[src/rtl/multicycle_control.sv]
// Multicycle CPU control FSM: Moore sequencing of fetch/decode/execute steps
// with memory wait handshake and a debug view of the current state.
//
// state   | meaning
// FETCH   | read instruction at PC, PC+4 when memory ready
// DECODE  | register read, branch target precompute, dispatch on Opcode
// MEMADR  | effective address = A + sign-extended imm
// MEMRD   | data read at ALUOut, waits on MemReady
// MEMWB   | load result written to rt
// MEMWR   | data write at ALUOut, waits on MemReady
// EXECUTE | R-type ALU operation
// ALUWB   | R-type result written to rd
// BRANCH  | BEQ compare, conditional PC load
// JUMP    | PC load from jump target
module multicycle_control (
  input  logic       Clk,
  input  logic       Reset,
  input  logic [5:0] Opcode,
  input  logic       MemReady,
  output logic       PCWrite,
  output logic       PCWriteCond,
  output logic       IorD,
  output logic       MemRead,
  output logic       MemWrite,
  output logic       IRWrite,
  output logic       MemtoReg,
  output logic       ALUSrcA,
  output logic       RegWrite,
  output logic       RegDst,
  output logic [1:0] PCSource,
  output logic [1:0] ALUOp,
  output logic [1:0] ALUSrcB,
  output logic [3:0] State,
  output logic       InstrDone,
  output logic       IllegalOp
);

  typedef enum logic [3:0] {
    FETCH   = 4'd0,
    DECODE  = 4'd1,
    MEMADR  = 4'd2,
    MEMRD   = 4'd3,
    MEMWB   = 4'd4,
    MEMWR   = 4'd5,
    EXECUTE = 4'd6,
    ALUWB   = 4'd7,
    BRANCH  = 4'd8,
    JUMP    = 4'd9
  } stateT;

  localparam logic [5:0] OP_RTYPE = 6'd0;
  localparam logic [5:0] OP_LW    = 6'd35;
  localparam logic [5:0] OP_SW    = 6'd43;
  localparam logic [5:0] OP_BEQ   = 6'd4;
  localparam logic [5:0] OP_J     = 6'd2;

  stateT curState;
  stateT nextState;

  always_ff @(posedge Clk) begin
    if (Reset) curState <= FETCH;
    else       curState <= nextState;
  end

  assign State = curState;

  always_comb begin
    nextState   = FETCH;
    PCWrite     = 1'b0;
    PCWriteCond = 1'b0;
    IorD        = 1'b0;
    MemRead     = 1'b0;
    MemWrite    = 1'b0;
    IRWrite     = 1'b0;
    MemtoReg    = 1'b0;
    ALUSrcA     = 1'b0;
    RegWrite    = 1'b0;
    RegDst      = 1'b0;
    PCSource    = 2'b00;
    ALUOp       = 2'b00;
    ALUSrcB     = 2'b00;
    InstrDone   = 1'b0;
    IllegalOp   = 1'b0;

    case (curState)
      FETCH: begin
        MemRead   = 1'b1;
        ALUSrcB   = 2'b01;
        IRWrite   = MemReady;
        PCWrite   = MemReady;
        nextState = MemReady ? DECODE : FETCH;
      end
      DECODE: begin
        ALUSrcB = 2'b11;
        case (Opcode)
          OP_LW, OP_SW: nextState = MEMADR;
          OP_RTYPE:     nextState = EXECUTE;
          OP_BEQ:       nextState = BRANCH;
          OP_J:         nextState = JUMP;
          default: begin
            nextState = FETCH;
            IllegalOp = 1'b1;
          end
        endcase
      end
      MEMADR: begin
        ALUSrcA   = 1'b1;
        ALUSrcB   = 2'b10;
        nextState = (Opcode == OP_LW) ? MEMRD : MEMWR;
      end
      MEMRD: begin
        MemRead   = 1'b1;
        IorD      = 1'b1;
        nextState = MemReady ? MEMWB : MEMRD;
      end
      MEMWB: begin
        RegWrite  = 1'b1;
        MemtoReg  = 1'b1;
        InstrDone = 1'b1;
      end
      MEMWR: begin
        MemWrite  = 1'b1;
        IorD      = 1'b1;
        InstrDone = MemReady;
        nextState = MemReady ? FETCH : MEMWR;
      end
      EXECUTE: begin
        ALUSrcA   = 1'b1;
        ALUOp     = 2'b10;
        nextState = ALUWB;
      end
      ALUWB: begin
        RegWrite  = 1'b1;
        RegDst    = 1'b1;
        InstrDone = 1'b1;
      end
      BRANCH: begin
        ALUSrcA     = 1'b1;
        ALUOp       = 2'b01;
        PCWriteCond = 1'b1;
        PCSource    = 2'b01;
        InstrDone   = 1'b1;
      end
      JUMP: begin
        PCWrite   = 1'b1;
        PCSource  = 2'b10;
        InstrDone = 1'b1;
      end
      default: nextState = FETCH;
    endcase

    // Reset silences every strobe immediately, even before the first edge lands.
    if (Reset) begin
      PCWrite     = 1'b0;
      PCWriteCond = 1'b0;
      IorD        = 1'b0;
      MemRead     = 1'b0;
      MemWrite    = 1'b0;
      IRWrite     = 1'b0;
      MemtoReg    = 1'b0;
      ALUSrcA     = 1'b0;
      RegWrite    = 1'b0;
      RegDst      = 1'b0;
      PCSource    = 2'b00;
      ALUOp       = 2'b00;
      ALUSrcB     = 2'b00;
      InstrDone   = 1'b0;
      IllegalOp   = 1'b0;
    end
  end

endmodule

[config.mk]
export PLATFORM = sky130hd
export DESIGN_NAME = multicycle_control
export DESIGN_NICKNAME = d
export VERILOG_FILES = /design/src/rtl/multicycle_control.sv
export SDC_FILE = /design/constraint.sdc
export NUM_CORES = 1
export LEC_CHECK = 0
export CAP_MARGIN = 20
export CORE_MARGIN = 2
export CORE_UTILIZATION = 38
export DETAILED_ROUTE_END_ITERATION = 6
export GPL_TIMING_DRIVEN = 0
export HOLD_SLACK_MARGIN = 0.15
export PLACE_DENSITY = 0.83
export SLEW_MARGIN = 0
export SYNTH_ARGS = -nofsm -noshare
export SYNTH_HDL_FRONTEND = slang
export SYNTH_SLANG_ARGS = --single-unit
[constraint.sdc]
create_clock -name Clk -period 2.3 [get_ports Clk]
set_input_delay 0.46 -clock Clk [delete_from_list [all_inputs] [get_ports Clk]]
set_output_delay 0.46 -clock Clk [all_outputs]
set_load 0.02 [all_outputs]
==> results of run 1 <==
-- kinds of logic after synthesis --
group	after synthesis	synth area share
multiplexers	1	0.02031
flip-flops	4	0.1624
buffers and inverters	8	0.1117
AO/OA/AOI/OAI	14	0.1675
AND/OR/NAND/NOR	43	0.4848
XOR/XNOR	3	0.05331
-- final timing paths --
check	startpoint	end	depth (start not counted)
setup / recovery	Reset	ALUSrcB[0]	5
hold / removal	State[3]	State[2]	2
setup reg to reg	State[0]	State[2]	5
hold reg to reg	State[3]	State[2]	2
-- routing by layer --
layer | vias to the layer above | GRT usage | routed length [um]
met5 | - | 0 | 0
met4 | 0 | 0 | 0
met3 | 0 | 0.1000 | 102
met2 | 24 | 0.3710 | 722
met1 | 280 | 0.2333 | 618
li1 | 336 | - | -
-- cell usage in the layout, fill, tap and decap left out, types with 3 or more instances in the layout --
cell type and instances:
nor2_1 9, dlymetal6s2s_1 5, dlygate4sd2_1 8, buf_2 3, dfxtp_1 3, clkbuf_4 3
nor3_1 5, o21ai_0 4, nand2_1 5, clkdlybuf4s50_1 14, a21oi_1 4
-- cell type report --
cell class | count | area [um2]
Sequential cell | 4 | 81.33
Clock buffer | 3 | 22.52
Timing Repair Buffer | 30 | 294.0
Multi-Input combinational cell | 61 | 379.1
Tap cell | 14 | 17.52
Inverter | 2 | 7.507
Fill cell | 100 | 306.5
Buffer | 6 | 47.55
-- power groups by stage --
stage,Sequential (mW),Clock [mW],Combinational (mW)
after floorplan,0.0745,0,0.0385
after global placement,0.0729,0,0.0783
after detailed placement,0.0729,0,0.0794
after CTS,0.0719,0.0913,0.0777
after global routing,0.0719,0.0962,0.0847
final,0.0718,0.0877,0.0777
-- per-stage QoR --
stage / instance area, um2 / util
after floorplan: 493.0 / -
after global placement: 810.8 / 0.7013
after detailed placement: 810.8 / 0.7013
after CTS: 834.6 / 0.7219
after global routing: 849.6 / 0.7348
final: 849.6 / 0.7348
-- what timing repair did --
action                                  in CTS  in global routing
pin swaps                                    0                  0
resized for setup                           20                 10
setup buffers                                0                  0
endpoints found under the setup margin      18                  7
hold buffers                                 0                  0
-- worst max-delay path: stages --
cell	delay, ps
dlygate4sd2_1	290
nor2_2	160
nand2_1	130
nor2_1	100
clkdlybuf4s50_1	610
==> impl_metrics.py, run 1 <==
metrics = {
    "run_status": {
        "status": "completed",
    },
    "timing": {
        "slew_violations": 0,
        "hold_slack_ps": 622.1,
        "setup-violations-final": 0,
        "min_period_ps": 2212,
        "fmax_mhz": 452.1,
        "clock_skew_ps": 8.216,
        "rsz0062_at_grt": "false",
        "relSlewSlack": 0.7117,
        "hold_viol_final": 0,
        "layout_setup_ws_ps": 87.92,
        "tightest_slew_ps": 428.5,
        "timing.final.crit_share": 0.9618,
        "fin_setup_tns_ps": 0,
    },
    "cts": {
        "clk_pin_slew_worst_paths_ps": 40,
        "clock_sinks": 4,
        "root_buffer": "clkbuf_4",
        "cts_htree_levels": 1,
        "tritoncts": "yes",
        "clock_latency_ps": 240,
        "clock_path_buffers": 2,
        "numCtsBuffers": 3,
    },
    "power": {
        "pwr-share-seq": 0.303,
        "pwr_density_cell_nw_per_um2": 279.3,
        "combPwrFrac": 0.327,
        "p_sw_mw": 0.07130,
        "p_sw_frac": 0.3005,
        "clockPowerShare": 0.370,
        "leakagePower_nw": 0.4326,
        "power.total_mw": 0.2372,
        "ir_drop_mv": 0.3846,
        "p_int_mw": 0.1660,
    },
    "floorplanning": {
        "dieWidth_um": 40.02,
        "die_h_um": 40.02,
        "die_area_um2": 1602,
        "core_um2": 1156,
        "row_count": 12,
        "start_util": 0.4264,
        "io_pins": 31,
    },
    "finish": {
        "largest_reg_flops": 4,
        "drive_gt1_frac": 0.1698,
        "insertedDiodeCount": 0,
        "area_growth_pct": 72.33,
        "nets": 117,
        "layoutNonFillerInstCount": 120,
    },
    "logic_synthesis": {
        "synth_top_cell_area_share": 0.1624,
        "synth_area_leaders": "dfxtp_1, nor3_1, nor2_1",
        "syn_avg_cell_area_um2": 6.753,
        "netlist_area_um2": 493.0,
        "syn_nets": 82,
        "syn_inst": 73,
        "synth_top_cell_by_area": "dfxtp_1",
        "synth.distinct_cells": 33,
        "async_reset_ff_frac": 0,
        "synth-edff-count": 0,
        "yosys_register_bits": 4,
        "yosysWarnings": 0,
        "synthMostInstantiatedCell": "nor2_1",
        "ys.flop_type": "dfxtp_1",
        "seq_area_frac_synth": 0.1624,
        "ys_top_cells_by_count": "nor2_1, nor3_1, nand2_1, o21ai_0",
    },
    "worst_setup_path": {
        "path_class": "in -> out",
        "crit_arrival_ps": 1750,
        "path_max_fanout": 5,
        "critical_path.startpoint_type": "primary input",
        "r2r_setup_slack_ps": 970,
        "crit_required_ps": 1840,
        "endpoint_kind": "output port",
    },
    "routing": {
        "drc": 0,
        "drt_iter0_markers": 8,
        "drtPass1Iterations": 4,
        "ant_nets": 0,
        "wire_per_inst_um": 12.03,
        "via_count": 640,
        "vias_per_cell": 5.333,
        "wl_um": 1443,
    },
    "worst_hold_path": {
        "min_path_type": "reg -> reg",
    },
    "global_route": {
        "grt_pass1_wl_um": 2180,
        "groute.usage.overall": 0.2074,
        "antenna_found_initial": 0,
        "grt_overflow_total": 0,
        "grt_pass1_vias": 512,
        "grt_max_degree": 11,
    },
    "flow_run": {
        "maxCapViolCount": 0,
    },
    "place": {
        "dp_hpwl_um": 1139,
        "port_buffers": 30,
        "routabilityCongestion": 0.8630,
        "placed_cells": 117,
        "dpl_worst_slack_ps": -549.6,
    },
}
Power figures use the tool's default switching activity.
==> run 2: changes to the inputs <==
--- a/config.mk
+++ b/config.mk
@@ -6,12 +6,12 @@
 export NUM_CORES = 1
 export LEC_CHECK = 0
 export CAP_MARGIN = 20
-export CORE_MARGIN = 2
 export CORE_UTILIZATION = 38
 export DETAILED_ROUTE_END_ITERATION = 6
 export GPL_TIMING_DRIVEN = 0
 export HOLD_SLACK_MARGIN = 0.15
 export PLACE_DENSITY = 0.83
+export SKIP_LAST_GASP = 1
 export SLEW_MARGIN = 0
 export SYNTH_ARGS = -nofsm -noshare
 export SYNTH_HDL_FRONTEND = slang
==> run 2 against run 1 <==
  * Design area rose by 1.3%
  * First-iteration DRC count is 50% higher
  * Maximum frequency shrank 2.5%
  * Sequential share of layout area decreased by 0.13 points
  * Count of clock-buffer cells in the layout is the same
  * Clock skew is 7.7 ps lower
  * Hold slack better by 41 ps
  * Power rose by 0.65%
  * Global-route usage rose by 0.12 points
  * Clock power shrank 1%
  * Via count is 3.0% higher
  * Critical path type unchanged
  * Largest cell class unchanged
==> impl_metrics.py, run 2 (synthesis results as in run 1) <==
metrics = {
    "routing": {
        "wire_per_inst_um": 12.17,
        "drtPass1Iterations": 4,
        "highest_layer": "met3",
        "wl_met1_um": 611,
        "vias_per_cell": 5.492,
        "drc": 0,
        "ant_nets": 0,
        "wl_um": 1460,
        "via_count": 659,
        "wl_met3_um": 82,
        "wl_met2_um": 767,
        "drt_iter0_markers": 12,
    },
    "timing": {
        "min_period_ps": 2269,
        "slew_violations": 0,
        "relSlewSlack": 0.7167,
        "fmax_mhz": 440.6,
        "layout_setup_ws_ps": 30.57,
        "setup-violations-final": 0,
        "timing.final.crit_share": 0.9867,
        "rsz0062_at_grt": "true",
        "tightest_slew_ps": 421.1,
        "hold_viol_final": 0,
        "clock_skew_ps": 0.4749,
    },
    "worst_setup_path": {
        "endpoint_kind": "output port",
        "path_max_fanout": 6,
        "r2r_end": "State[2]",
        "reg2reg_depth": 5,
        "crit_arrival_ps": 1810,
        "path_class": "in -> out",
        "critPathTopFamily": "buffers and inverters",
        "r2r_start": "State[0]",
        "slowest_stage": "clkdlybuf4s50_1",
        "cpPeakStageDelay_ps": 580,
        "critical_path.startpoint_type": "primary input",
        "cp.depth": 6,
        "cp_cell_sequence": "clkdlybuf4s50_1 > nand3_1 > a2bb2oi_1 > nor2_1 > nor2_1 > dlygate4sd2_1",
        "crit_required_ps": 1840,
        "r2r_setup_slack_ps": 980,
        "critPathLaunch": "Opcode[1]",
        "crit_buf_inv": 2,
        "endpoint": "IllegalOp",
        "critPathMostFrequentCell": "nor2_1",
    },
    "cts": {
        "post_cts.repair.setup_buffers": 0,
        "clk_pin_slew_worst_paths_ps": 40,
        "cts_htree_levels": 1,
        "tritoncts": "yes",
        "clock_latency_ps": 230,
        "clock_sinks": 4,
        "clock_path_buffers": 2,
        "ctsResizeCount": 19,
        "numCtsBuffers": 3,
        "cts_hold_buf": 0,
        "root_buffer": "clkbuf_4",
    },
    "global_route": {
        "groute.usage.overall": 0.2085,
        "antenna_found_initial": 0,
        "grt_max_degree": 11,
        "grt_overflow_total": 0,
        "grt_pass1_wl_um": 2159,
        "grt_pass1_vias": 521,
    },
    "worst_hold_path": {
        "min_path_type": "reg -> reg",
    },
    "floorplanning": {
        "die_area_um2": 1446,
        "io_pins": 31,
        "start_util": 0.4264,
        "row_count": 12,
        "die_h_um": 38.02,
        "core_um2": 1156,
        "dieWidth_um": 38.02,
    },
    "finish": {
        "drive_gt1_frac": 0.1604,
        "multi_input_area_um2": 384.1,
        "insertedDiodeCount": 0,
        "n_fill_cell": 103,
        "finish.utilization": 0.7446,
        "nets": 117,
        "area_growth_pct": 74.62,
        "final_common_cell": "clkdlybuf4s50_1",
        "largest_reg_flops": 4,
        "ff_latch_area_um2": 81.33,
        "most-common-layout-cells": "clkdlybuf4s50_1, nor2_1, dlygate4sd2_1",
        "final_area_um2": 860.8,
    },
    "place": {
        "port_buffers": 30,
        "routabilityCongestion": 0.8406,
        "placed_area_um2": 810.8,
        "dp_hpwl_um": 1091,
        "dpl_worst_slack_ps": -532.6,
    },
    "power": {
        "pwr-share-seq": 0.300,
        "clockPowerShare": 0.362,
        "combPwrFrac": 0.338,
        "power.total_mw": 0.2388,
        "ir_drop_mv": 0.3378,
        "pwr_density_cell_nw_per_um2": 277.4,
        "p_int_mw": 0.1678,
        "p_sw_mw": 0.07102,
        "leakagePower_nw": 0.4129,
        "p_sw_frac": 0.2974,
    },
    "run_status": {
        "status": "completed",
    },
    "flow_run": {
        "maxCapViolCount": 0,
    },
}
## run 2: cell count changes in the layout (fill, tap and decap cells not counted)
cell	delta
dlymetal6s2s_1	-2
clkdlybuf4s15_2	+1
buf_2	-1
nor2_2	-1
nor2_4	+1
clkbuf_2	-1
clkdlybuf4s15_1	+1
clkdlybuf4s50_1	+2
## run 2: how the worst min path moves through the flow
stage          startpoint        to  cells after the start
6_report         State[3]  State[2]                      2
5_1_grt          State[3]  State[2]                      2
4_1_cts          State[3]  State[2]                      2
3_5_place_dp     State[2]  State[2]                      3
3_3_place_gp     State[3]  State[2]                      2
2_1_floorplan   Opcode[4]  State[3]                      1
## run 2: area by class of cell
type	count	area share
Buffer	6	0.05523
Inverter	2	0.008721
Multi-Input combinational cell	61	0.4462
Timing Repair Buffer	30	0.3488
Clock buffer	3	0.02616
Sequential cell	4	0.09448
Tap cell	14	0.02035
## run 2: worst reg2reg max path, stage by stage (launching register included)
cell     delay (ps)
dfxtp_1         300
buf_4           150
or4_1           390
nor2_1          150
or4_1           130
a31oi_1          70
## run 2: stage by stage
step           TNS, ps  hold WS (ps)  cells
4_1_cts              0         704.8    120
3_5_place_dp     -3867         697.2    117
3_3_place_gp     -3685         700.9    117
6_report             0         663.1    120
5_1_grt         -52.54         676.3    120
2_1_floorplan        0         536.2     73
## run 2: layer usage
| metal | up-vias | global-route usage |
|---|---|---|
| met3 | 0 | 0.08140 |
| li1 | 334 | - |
| met5 | - | 0 |
| met4 | 0 | 0.01786 |
| met1 | 291 | 0.2464 |
| met2 | 34 | 0.3644 |
## run 2: power by group through the flow
stage	sequential (mW)	clock, mW	combinational (mW)
final	0.0718	0.0864	0.0806
after global routing	0.0718	0.0942	0.0867
after CTS	0.0718	0.0867	0.0786
after detailed placement	0.0728	0	0.0796
after global placement	0.0728	0	0.0784
after floorplan	0.0745	0	0.0385
